File: src/rtl/apb2axi_lite_bridge.sv
`default_nettype none
// ============================================================================
// Module   : apb2axi_lite_bridge
// Brief    : 32-bit APB slave to 64-bit AXI4-Lite master bridge. One transfer
//            at a time; the APB access phase is held with pready until the
//            AXI response returns. APB data is steered onto the 64-bit lane
//            selected by paddr[2].
// Revision : 1.0 - initial release
// ============================================================================
module apb2axi_lite_bridge #(
    parameter int ADDR_WIDTH = 32
) (
    input  logic                  clk_i,
    input  logic                  rst_ni,
    // APB slave
    input  logic                  psel_i,
    input  logic                  penable_i,
    input  logic                  pwrite_i,
    input  logic [ADDR_WIDTH-1:0] paddr_i,
    input  logic [31:0]           pwdata_i,
    input  logic [3:0]            pstrb_i,
    input  logic [2:0]            pprot_i,
    output logic                  pready_o,
    output logic [31:0]           prdata_o,
    output logic                  pslverr_o,
    // AXI4-Lite write address
    output logic [ADDR_WIDTH-1:0] aw_addr_o,
    output logic [2:0]            aw_prot_o,
    output logic                  aw_valid_o,
    input  logic                  aw_ready_i,
    // AXI4-Lite write data
    output logic [63:0]           w_data_o,
    output logic [7:0]            w_strb_o,
    output logic                  w_valid_o,
    input  logic                  w_ready_i,
    // AXI4-Lite write response
    input  logic [1:0]            b_resp_i,
    input  logic                  b_valid_i,
    output logic                  b_ready_o,
    // AXI4-Lite read address
    output logic [ADDR_WIDTH-1:0] ar_addr_o,
    output logic [2:0]            ar_prot_o,
    output logic                  ar_valid_o,
    input  logic                  ar_ready_i,
    // AXI4-Lite read data
    input  logic [63:0]           r_data_i,
    input  logic [1:0]            r_resp_i,
    input  logic                  r_valid_i,
    output logic                  r_ready_o
);

    localparam logic [2:0] S_IDLE    = 3'd0;
    localparam logic [2:0] S_WR_REQ  = 3'd1;
    localparam logic [2:0] S_WR_RESP = 3'd2;
    localparam logic [2:0] S_RD_REQ  = 3'd3;
    localparam logic [2:0] S_RD_RESP = 3'd4;
    localparam logic [2:0] S_DONE    = 3'd5;

    logic [2:0]            r_state;
    logic [2:0]            w_next_state;

    logic [ADDR_WIDTH-1:0] r_addr;
    logic [31:0]           r_wdata;
    logic [3:0]            r_strb;
    logic [2:0]            r_prot;

    logic                  r_aw_sent;
    logic                  r_w_sent;
    logic [31:0]           r_prdata;
    logic                  r_pslverr;

    logic                  w_setup;
    logic                  w_aw_fire;
    logic                  w_w_fire;

    // Setup phase of a new APB transfer; only honoured in IDLE.
    assign w_setup   = psel_i && !penable_i;
    assign w_aw_fire = aw_valid_o && aw_ready_i;
    assign w_w_fire  = w_valid_o && w_ready_i;

    // Request fields are frozen from setup until the FSM is back in IDLE,
    // so AXI payload never changes while a valid is up.
    assign aw_addr_o = r_addr;
    assign ar_addr_o = r_addr;
    assign aw_prot_o = r_prot;
    assign ar_prot_o = r_prot;
    assign w_data_o  = {r_wdata, r_wdata};
    assign w_strb_o  = r_addr[2] ? {r_strb, 4'b0000} : {4'b0000, r_strb};
    assign prdata_o  = r_prdata;
    assign pslverr_o = r_pslverr;

    // State register.
    always_ff @(posedge clk_i) begin
        if (!rst_ni) begin
            r_state <= S_IDLE;
        end else begin
            r_state <= w_next_state;
        end
    end

    // Next-state decode.
    always_comb begin
        w_next_state = r_state;
        case (r_state)
            S_IDLE: begin
                if (w_setup) begin
                    w_next_state = pwrite_i ? S_WR_REQ : S_RD_REQ;
                end
            end
            S_WR_REQ: begin
                if ((r_aw_sent || w_aw_fire) && (r_w_sent || w_w_fire)) begin
                    w_next_state = S_WR_RESP;
                end
            end
            S_WR_RESP: begin
                if (b_valid_i) begin
                    w_next_state = S_DONE;
                end
            end
            S_RD_REQ: begin
                if (ar_ready_i) begin
                    w_next_state = S_RD_RESP;
                end
            end
            S_RD_RESP: begin
                if (r_valid_i) begin
                    w_next_state = S_DONE;
                end
            end
            S_DONE:  w_next_state = S_IDLE;
            default: w_next_state = S_IDLE;
        endcase
    end

    // Handshake-facing outputs, decoded purely from registered state.
    always_comb begin
        aw_valid_o = 1'b0;
        w_valid_o  = 1'b0;
        b_ready_o  = 1'b0;
        ar_valid_o = 1'b0;
        r_ready_o  = 1'b0;
        pready_o   = 1'b0;
        case (r_state)
            S_WR_REQ: begin
                aw_valid_o = !r_aw_sent;
                w_valid_o  = !r_w_sent;
            end
            S_WR_RESP: b_ready_o  = 1'b1;
            S_RD_REQ:  ar_valid_o = 1'b1;
            S_RD_RESP: r_ready_o  = 1'b1;
            S_DONE:    pready_o   = 1'b1;
            default:   ;
        endcase
    end

    // Capture the APB request at setup.
    always_ff @(posedge clk_i) begin
        if (!rst_ni) begin
            r_addr  <= '0;
            r_wdata <= '0;
            r_strb  <= '0;
            r_prot  <= '0;
        end else if ((r_state == S_IDLE) && w_setup) begin
            r_addr  <= paddr_i;
            r_wdata <= pwdata_i;
            r_strb  <= pstrb_i;
            r_prot  <= pprot_i;
        end
    end

    // Per-channel sent flags so AW and W can complete in any order.
    always_ff @(posedge clk_i) begin
        if (!rst_ni) begin
            r_aw_sent <= 1'b0;
            r_w_sent  <= 1'b0;
        end else if (r_state == S_IDLE) begin
            r_aw_sent <= 1'b0;
            r_w_sent  <= 1'b0;
        end else begin
            if (w_aw_fire) r_aw_sent <= 1'b1;
            if (w_w_fire)  r_w_sent  <= 1'b1;
        end
    end

    // Register the response; bit 1 of resp flags both SLVERR and DECERR.
    always_ff @(posedge clk_i) begin
        if (!rst_ni) begin
            r_prdata  <= '0;
            r_pslverr <= 1'b0;
        end else if ((r_state == S_WR_RESP) && b_valid_i) begin
            r_pslverr <= b_resp_i[1];
        end else if ((r_state == S_RD_RESP) && r_valid_i) begin
            r_prdata  <= r_addr[2] ? r_data_i[63:32] : r_data_i[31:0];
            r_pslverr <= r_resp_i[1];
        end
    end

endmodule
`default_nettype wire

File: config.mk
export PLATFORM = sky130hd
export DESIGN_NAME = apb2axi_lite_bridge
export DESIGN_NICKNAME = d
export VERILOG_FILES = /design/src/rtl/apb2axi_lite_bridge.sv
export SDC_FILE = /design/constraint.sdc
export NUM_CORES = 1
export LEC_CHECK = 0
export CAP_MARGIN = 40
export CORE_AREA = 2 2 127 129
export DETAILED_ROUTE_END_ITERATION = 6
export DIE_AREA = 0 0 129 131
export HOLD_SLACK_MARGIN = 0.1
export PLACE_DENSITY = 0.74
export RECOVER_POWER = 25
export SLEW_MARGIN = 20
export SYNTH_ARGS = -nofsm -noshare
export SYNTH_HDL_FRONTEND = slang
export SYNTH_SLANG_ARGS = --single-unit
File: constraint.sdc
create_clock -name clk_i -period 3.8 [get_ports clk_i]
set_input_delay 0.38 -clock clk_i [delete_from_list [all_inputs] [get_ports clk_i]]
set_output_delay 0.38 -clock clk_i [all_outputs]
set_load 0.02 [all_outputs]
### Word level (Yosys, flattened, before mapping)

Cells that the tools add are included.

| storage, ports and cells | value |
|---|---|
| flip-flop bits (word level) | 109 |
| input port bits | 149 |

| operators by class | value |
|---|---|
| equal/unequal tests | 10 |
| muxes and demuxes | 17 |
| bitwise operators | 2 |
| reduce and logical (&&, ||, !) cells | 17 |

Operators with widths:

| kind | count |
|---|---|
| 2-to-1 mux 32 bit | 1 |
| 2-to-1 mux 3 bit | 5 |
| case mux 3 bit (5 select lines) | 1 |
| inequality test 2 bit (second input constant) | 5 |
| 2-to-1 mux 1 bit | 8 |
| 2-to-1 mux 8 bit | 1 |
| logical AND 1 bit | 7 |
| == test 3 x 2 -> 1 bit (second input constant) | 2 |
| == test 3 bit (second input constant) | 2 |
| AND reduction 5 bit | 1 |
| == test 3 x 1 -> 1 bit (second input constant) | 1 |
| logical NOT 1 bit | 3 |
| logical NOT 3 bit | 1 |
| logical OR 1 bit | 2 |
| 2-to-1 mux 2 bit | 1 |
| NOT 1 bit | 2 |
| AND reduction 2 bit | 1 |
| nonzero test 2 bit | 1 |
| OR reduction 2 bit | 1 |

### Longest topological paths before layout

Gate-level depths: netlist of run 1.

| logic depth | value |
|---|---|
| depth after elaboration | 7 |
| depth in mapped cells | 7 |

### Least setup slack after synthesis of run 1

Ideal clock, no wire load.

| path | value |
|---|---|
| kind | register -> register |
| start | register r_state[1] |
| end | register r_pslverr (netlist: pslverr_o) |
| setup time | 0.119 ns |
| arrival time | 1.455 ns |
| data required time | 3.681 ns |
| slack | 2.226 ns |
| stages on the path, launching flop included | 6 |
| path buffers | 1 |
| period minus slack after synthesis | 1.574 ns |
| cells stage by stage | dfxtp_1 > buf_6 > nor3b_1 > nand2_1 > o21ai_0 > a21oi_1 |

| between the ends | value |
|---|---|
| word-level cells in the longest chain between the ends | 3 |
| elaborated cells on any way between the ends | 6 |
| those cells by class | eq/ne: 2; mux: 1; reduce/logical: 3 |

Ends and longest elaborated chain:

| element | line | text |
|---|---|---|
| from (decl) | 59 | `logic [2:0] r_state;` |
| from (signal assigned) | 97 | `r_state <= w_next_state;` |
| == test 3 x 2 -> 1 bit or == test 3 bit (tied branches) | 190, 192 |  |
| logical AND 1 bit, on equally long branches | 190, 192 |  |
| 2-to-1 mux 1 bit or nonzero test 2 bit (tied branches) | -- |  |
| to (signal assigned) | 191 | `r_pslverr <= b_resp_i[1];` |
| to (signal assigned) | 194 | `r_pslverr <= r_resp_i[1];` |
| to (decl) | 70 | `logic r_pslverr;` |

Several ways; a longest one is shown, not always the timed one.
A chain may end at the register's enable or synchronous reset.

### Worst setup path in the final report of run 1

| path | value |
|---|---|
| start | register r_state[1] |
| end | output port aw_valid_o |

| between the ends | value |
|---|---|
| word-level cells in the longest chain between the ends | 2 |

Ends and longest elaborated chain:

| element | line | text |
|---|---|---|
| == test 3 x 1 -> 1 bit | 143 | `case (r_state)` |
| 2-to-1 mux 1 bit | 143 |  |
| to (decl) | 29 | `output logic aw_valid_o,` |

Every way passes these cells.

==> results.toml, run 1 <==
[status]
status = "completed"

[worst_setup_path]
slowest_delay_ns = 0.63
critPathKind = "reg2out"
crit_chain = "nor2_1 -> nand2_1 -> nor2_1 -> clkdlybuf4s50_1"
critPathMaxFanout = 11
critPathLaunch = "r_state[1]"
slowest_stage = "clkdlybuf4s50_1"
critical_path.top_delay_family = "simple AND/OR/NAND/NOR gates"
rr_startpoint = "r_state[1]"
worst-path-buf-inv = 1
cp.required_ns = 3.42
start_kind = "flop"
crit_path_end_kind = "primary output"
cpMostUsedCell = "nor2_1"
cp.arrival_ns = 2.13

[timing]
fin_crit_sh = 0.660
final_hold_viol_count = 0
min_period_ns = 2.51
rsz0062_at_grt = "no"
relSlewSlack = 0.428
worst_pin_slew_ns = 0.836
skew_ns = 0.00832
finalSetupViolCount = 0
timing.fmax_mhz = 399
setup_tns_ns = 0
report.final.slew_viol_count = 0

[power]
power.clock.fraction = 0.286
p_int_w = 0.00241
powerDensity_nw_per_um2 = 422
seqPwrFrac = 0.393
ir_worst_vdd_v = 0.000212
p_sw_frac = 0.307
power.leakage_nw = 3.47
switchingPower_w = 0.00107
pwr-share-comb = 0.321

[clock_network]
cts_setup_buffers = 0
cts.sinks = 109
cts_max_level = 3
cts.hold.buffers_added = 0
cts_tree = "yes"
clock-root-buffer = "clkbuf_16"
cts_made_buffers = 9
cts_resized = 0
clockBufferDepth = 2
clk_pin_slew_ns = 0.07
clk_latency_ns = 0.34

[routing]
vias = 4568
drt-initial-drc-count = 154
ant_nets = 0
drt_wl_total_mm = 14.4
wire_per_inst_um = 14.0
drt-pass1-iter-count = 6
routed_via_density = 4.45
drc = 0

[floorplanning]
start_util = 0.329
die_h_um = 131
ios = 330
fp.dieArea_um2 = 16900
fp.dieW_um = 129
core_region_area_um2 = 15600
num_rows = 46

[logic_synthesis]
ys_dominant_reg_cell = "dfxtp_1"
synth_seq_cells = 109
synth_edf_count = 0
yosysSeqAreaShare = 0.425
synth_area_um2 = 5130
synth_top_area_frac = 0.425
postSynthCellCount = 572
synth_cell_type_count = 29
synth_nets = 721
ys_warn_count = 0
yosys-top-cells-area = "dfxtp_1 43%, nand2_1 13%, buf_4 10%, mux2i_1 6.8%, o211a_1 6.2%"
synth_top_area_cell = "dfxtp_1"
synth_commonest_cells = "177 x nand2_1, 109 x dfxtp_1, 69 x buf_4"
synth_area_per_cell_um2 = 8.97
yosysMostFrequentCell = "nand2_1"
synthArstFlopShare = 0

[layout]
nets = 955
drive_gt1_frac = 0.0321
fillers = 1450
fin_area_um2 = 8250
num_antenna_cells = 0
area_growth_pct = 60.7

[global_route]
grt_max_degree = 66
grt_pass1_vias = 4210
grt_first_pass_wirelength_mm = 22.0
antenna_found_initial = 0
grt_use_total = 0.164
gr-total-overflow = 0

[placement]
placed_cell_area_um2 = 7960
routabilityCongestion = 0.724
dp_hpwl_mm = 10.9
port_buffers = 327

[min_path]
min_path_type = "in2reg"
hold_start = "rst_ni"

[flow_run]
drv_cap = 0
-- stage by stage --
step	instances	utilization	worst slack, ns	hold WS (ns)	power [W]
floorplan	572	-	2.23	0.439	0.00209
global placement	1010	0.509	1.46	0.454	0.00256
detailed placement	1011	0.510	1.44	0.456	0.00257
CTS	1026	0.530	1.36	0.384	0.00358
global route	1026	0.529	1.20	0.375	0.00368
finish	1026	0.529	1.29	0.387	0.00348
-- routing by layer --
layer  vias to the layer above  GRT usage  part of all wire
met5                         -          0                 0
met1                      2066      0.194              0.40
li1                       2293          -                 -
met4                         0     0.0512             0.014
met3                        13     0.0480             0.078
met2                       196      0.288              0.50
-- power by group through the flow --
stage | clock network, W | logic, W | registers (W)
final | 0.000995 | 0.00112 | 0.00137
after global routing | 0.00108 | 0.00121 | 0.00139
after CTS | 0.00103 | 0.00117 | 0.00138
after detailed placement | 0 | 0.00116 | 0.00141
after global placement | 0 | 0.00115 | 0.00140
after floorplan | 0 | 0.000622 | 0.00147
-- cell families after synthesis --
| kind of cell | share of synthesized area |
|---|---|
| flops | 0.425 |
| buf+inv | 0.156 |
| simple gates | 0.168 |
| compound gates | 0.183 |
| mux | 0.0682 |
-- state kept, by name, summed over array words and instances (netlist names) --
| signal | count |
|---|---|
| prdata_o | 32 |
| r_wdata | 32 |
| r_strb | 4 |
| r_w_sent | 1 |
| r_aw_sent | 1 |
| r_state | 3 |
| ar_addr_o | 32 |
| ar_prot_o | 3 |
| pslverr_o | 1 |
-- layout by cell type (no fill, tap or decap), drive strengths merged --
cell type,n
a21boi,71
buf,7
o211a,32
and4bb,1
o21a,2
and3b,2
nor4b,1
nor3b,3
a21oi,5
nor3,2
o21ai,1
clkinv,1
dlygate4sd3,69
clkinvlp,1
nor2b,6
o31ai,1
dfxtp,109
a2111oi,1
nand2,177
clkbuf,11
and2,5
nand3,1
o22ai,1
mux2i,35
bufinv,2
nor2,5
clkdlybuf4s50,257
nand4bb,1
-- area by class of cell --
type / instances / area (um2) / area share
clock buffers: 11 / 243 / 0.0294
clock inverters: 4 / 72.6 / 0.00880
multi-input cells: 353 / 2140 / 0.260
flip-flops and latches: 109 / 2180 / 0.265
well taps: 216 / 270 / 0.0328
repair buffers: 333 / 3340 / 0.405
-- worst paths after layout --
check | cells after the start | slack, ns | endpoint
setup / recovery | 4 | 1.29 | aw_valid_o
hold / removal | 2 | 0.39 | r_wdata[25]
setup reg to reg | 5 | 1.45 | ar_addr_o[22]
hold reg to reg | 2 | 0.47 | r_wdata[0]
-- worst register-to-register path, cell delays in order (launching register included) --
cell and delay [ns]:
dfxtp_1 0.44, nor2_1 0.47, nand4bb_4 0.64, buf_4 0.49, nand2_1 0.11, a21boi_0 0.08
Note: power is estimated with default switching activity, not from simulation.
==> run 2: changes to the inputs <==
CORE_AREA = 2 2 128 130   (was 2 2 127 129)
DIE_AREA = 0 0 130 132   (was 0 0 129 131)
PLACE_DENSITY = 0.76   (was 0.74)
clock period = 2.3 ns   (was 3.8 ns; I/O delays follow)
==> results.toml, run 2 (synthesis results as in run 1) <==
[status]
status = "completed"

[placement]
dp.cells = 1012
dp_hpwl_mm = 10.9
routabilityCongestion = 0.754
port_buffers = 327

[floorplanning]
ios = 330
die_h_um = 132
start_util = 0.327
fp.dieW_um = 130
num_rows = 46
fp.dieArea_um2 = 17200
core_region_area_um2 = 15700

[layout]
num_antenna_cells = 0
mostFrequentLayoutCells = "261 x clkdlybuf4s50_1, 177 x nand2_1, 108 x dfxtp_1"
nets = 956
stdcell_count = 1028
fillers = 1471
drive_gt1_frac = 0.0345
final_common_cell = "clkdlybuf4s50_1"
multi_input_area_um2 = 2160
seq_area_um2 = 2180
area_growth_pct = 61.3

[global_route]
antenna_found_initial = 0
grt_busiest_layer = "met2"
grt_use_total = 0.165
met3_usage = 0.0548
grtUsageMet2 = 0.287
met1_usage = 0.185
grt_pass1_vias = 4322
grt_first_pass_wirelength_mm = 22.4
grt_max_degree = 110
gr-total-overflow = 0

[worst_setup_path]
reg2regPathDepth = 5
slowest_delay_ns = 0.69
slowest_stage = "clkdlybuf4s50_1"
cp.arrival_ns = 1.90
critPathKind = "reg2out"
crit_chain = "nor3b_1 -> clkdlybuf4s50_1"
crit_path_end_kind = "primary output"
cp.required_ns = 2.07
rr_startpoint = "r_state[2]"
start_kind = "flop"
r2r_slack_ns = 0.24
critPathMaxFanout = 7
critPathLaunch = "r_state[1]"

[timing]
rsz0062_at_grt = "no"
relSlewSlack = 0.602
report.final.slew_viol_count = 0
final_hold_viol_count = 0
timing.fmax_mhz = 470
skew_ns = 0.00529
worst_pin_slew_ns = 0.597
finalSetupViolCount = 0
min_period_ns = 2.13
fin_crit_sh = 0.924
setup_tns_ns = 0

[clock_network]
cts_resized = 0
cts.hold.buffers_added = 0
clk_latency_ns = 0.34
cts.sinks = 109
clock-root-buffer = "clkbuf_16"
clockBufferDepth = 2
cts_tree = "yes"
cts_setup_buffers = 0
clk_pin_slew_ns = 0.07
cts_made_buffers = 9
cts_max_level = 3

[routing]
drt-initial-drc-count = 147
drc = 0
drt-pass1-iter-count = 5
routed_via_density = 4.48
ant_nets = 0
vias = 4605
drt_wl_total_mm = 14.4
wire_per_inst_um = 14.0

[min_path]
min_path_type = "in2reg"
hold_start = "pwdata_i[15]"
hold_path_depth = 3

[power]
power.leakage_nw = 3.46
ir_worst_vdd_v = 0.000307
powerDensity_nw_per_um2 = 681

[flow_run]
drv_cap = 0
## run 2: cell types whose count changed in the layout (fill, tap and decap cells not counted), moves of 2 or more
cell / previous run / this run
dlygate4sd3_1: 69 / 65
bufinv_16: 2 / 0
buf_12: 2 / 5
clkdlybuf4s50_1: 257 / 261
buf_4: 4 / 2
## run 2: worst paths after layout
check | end
hold / removal | r_wdata[15]
hold reg to reg | r_strb[0]
setup / recovery | b_ready_o
setup reg to reg | prdata_o[10]
## run 2: power by group
part / leakage [nW] / total [W] / internal, W / switching (W)
Combinational: 2.44 / 0.00190 / 0.000970 / 0.000935
Sequential: 0.886 / 0.00226 / 0.00208 / 0.000179
Clock: 0.132 / 0.00148 / 0.000794 / 0.000685
Total: 3.46 / 0.00564 / 0.00384 / 0.00180
## run 2: per-stage QoR
step,hold slack (ns),power [W],area (um2),util,setup WS [ns]
after floorplan,0.365,0.00346,5130,-,0.726
after global placement,0.449,0.00425,8000,0.509,0.504
after detailed placement,0.450,0.00428,8000,0.509,0.502
after CTS,0.410,0.00578,8280,0.527,0.122
after global routing,0.421,0.00595,8280,0.527,0.0667
final,0.426,0.00564,8280,0.527,0.174
## run 2: area by class of cell
cell class                      instances  share of cell area
Tap cell                              216              0.0326
Timing Repair Buffer                  334               0.409
Multi-Input combinational cell        353               0.261
Sequential cell                       109               0.264
Clock buffer                           13              0.0314
Clock inverter                          3             0.00242
## run 2: worst max-delay path: cells and delay by family, from the launching register on
family / cells / cell delay, ns
buffers and inverters: 1 / 0.69
DFF: 1 / 0.52
and+or+nand+nor: 1 / 0.35
## run 2: per-layer routing
layer	routed length, um	up-vias	part of all wire
li1	-	2296	-
met1	5580	2076	0.39
met2	7240	214	0.50
met3	1350	19	0.094
met4	274	0	0.019
met5	0	-	0
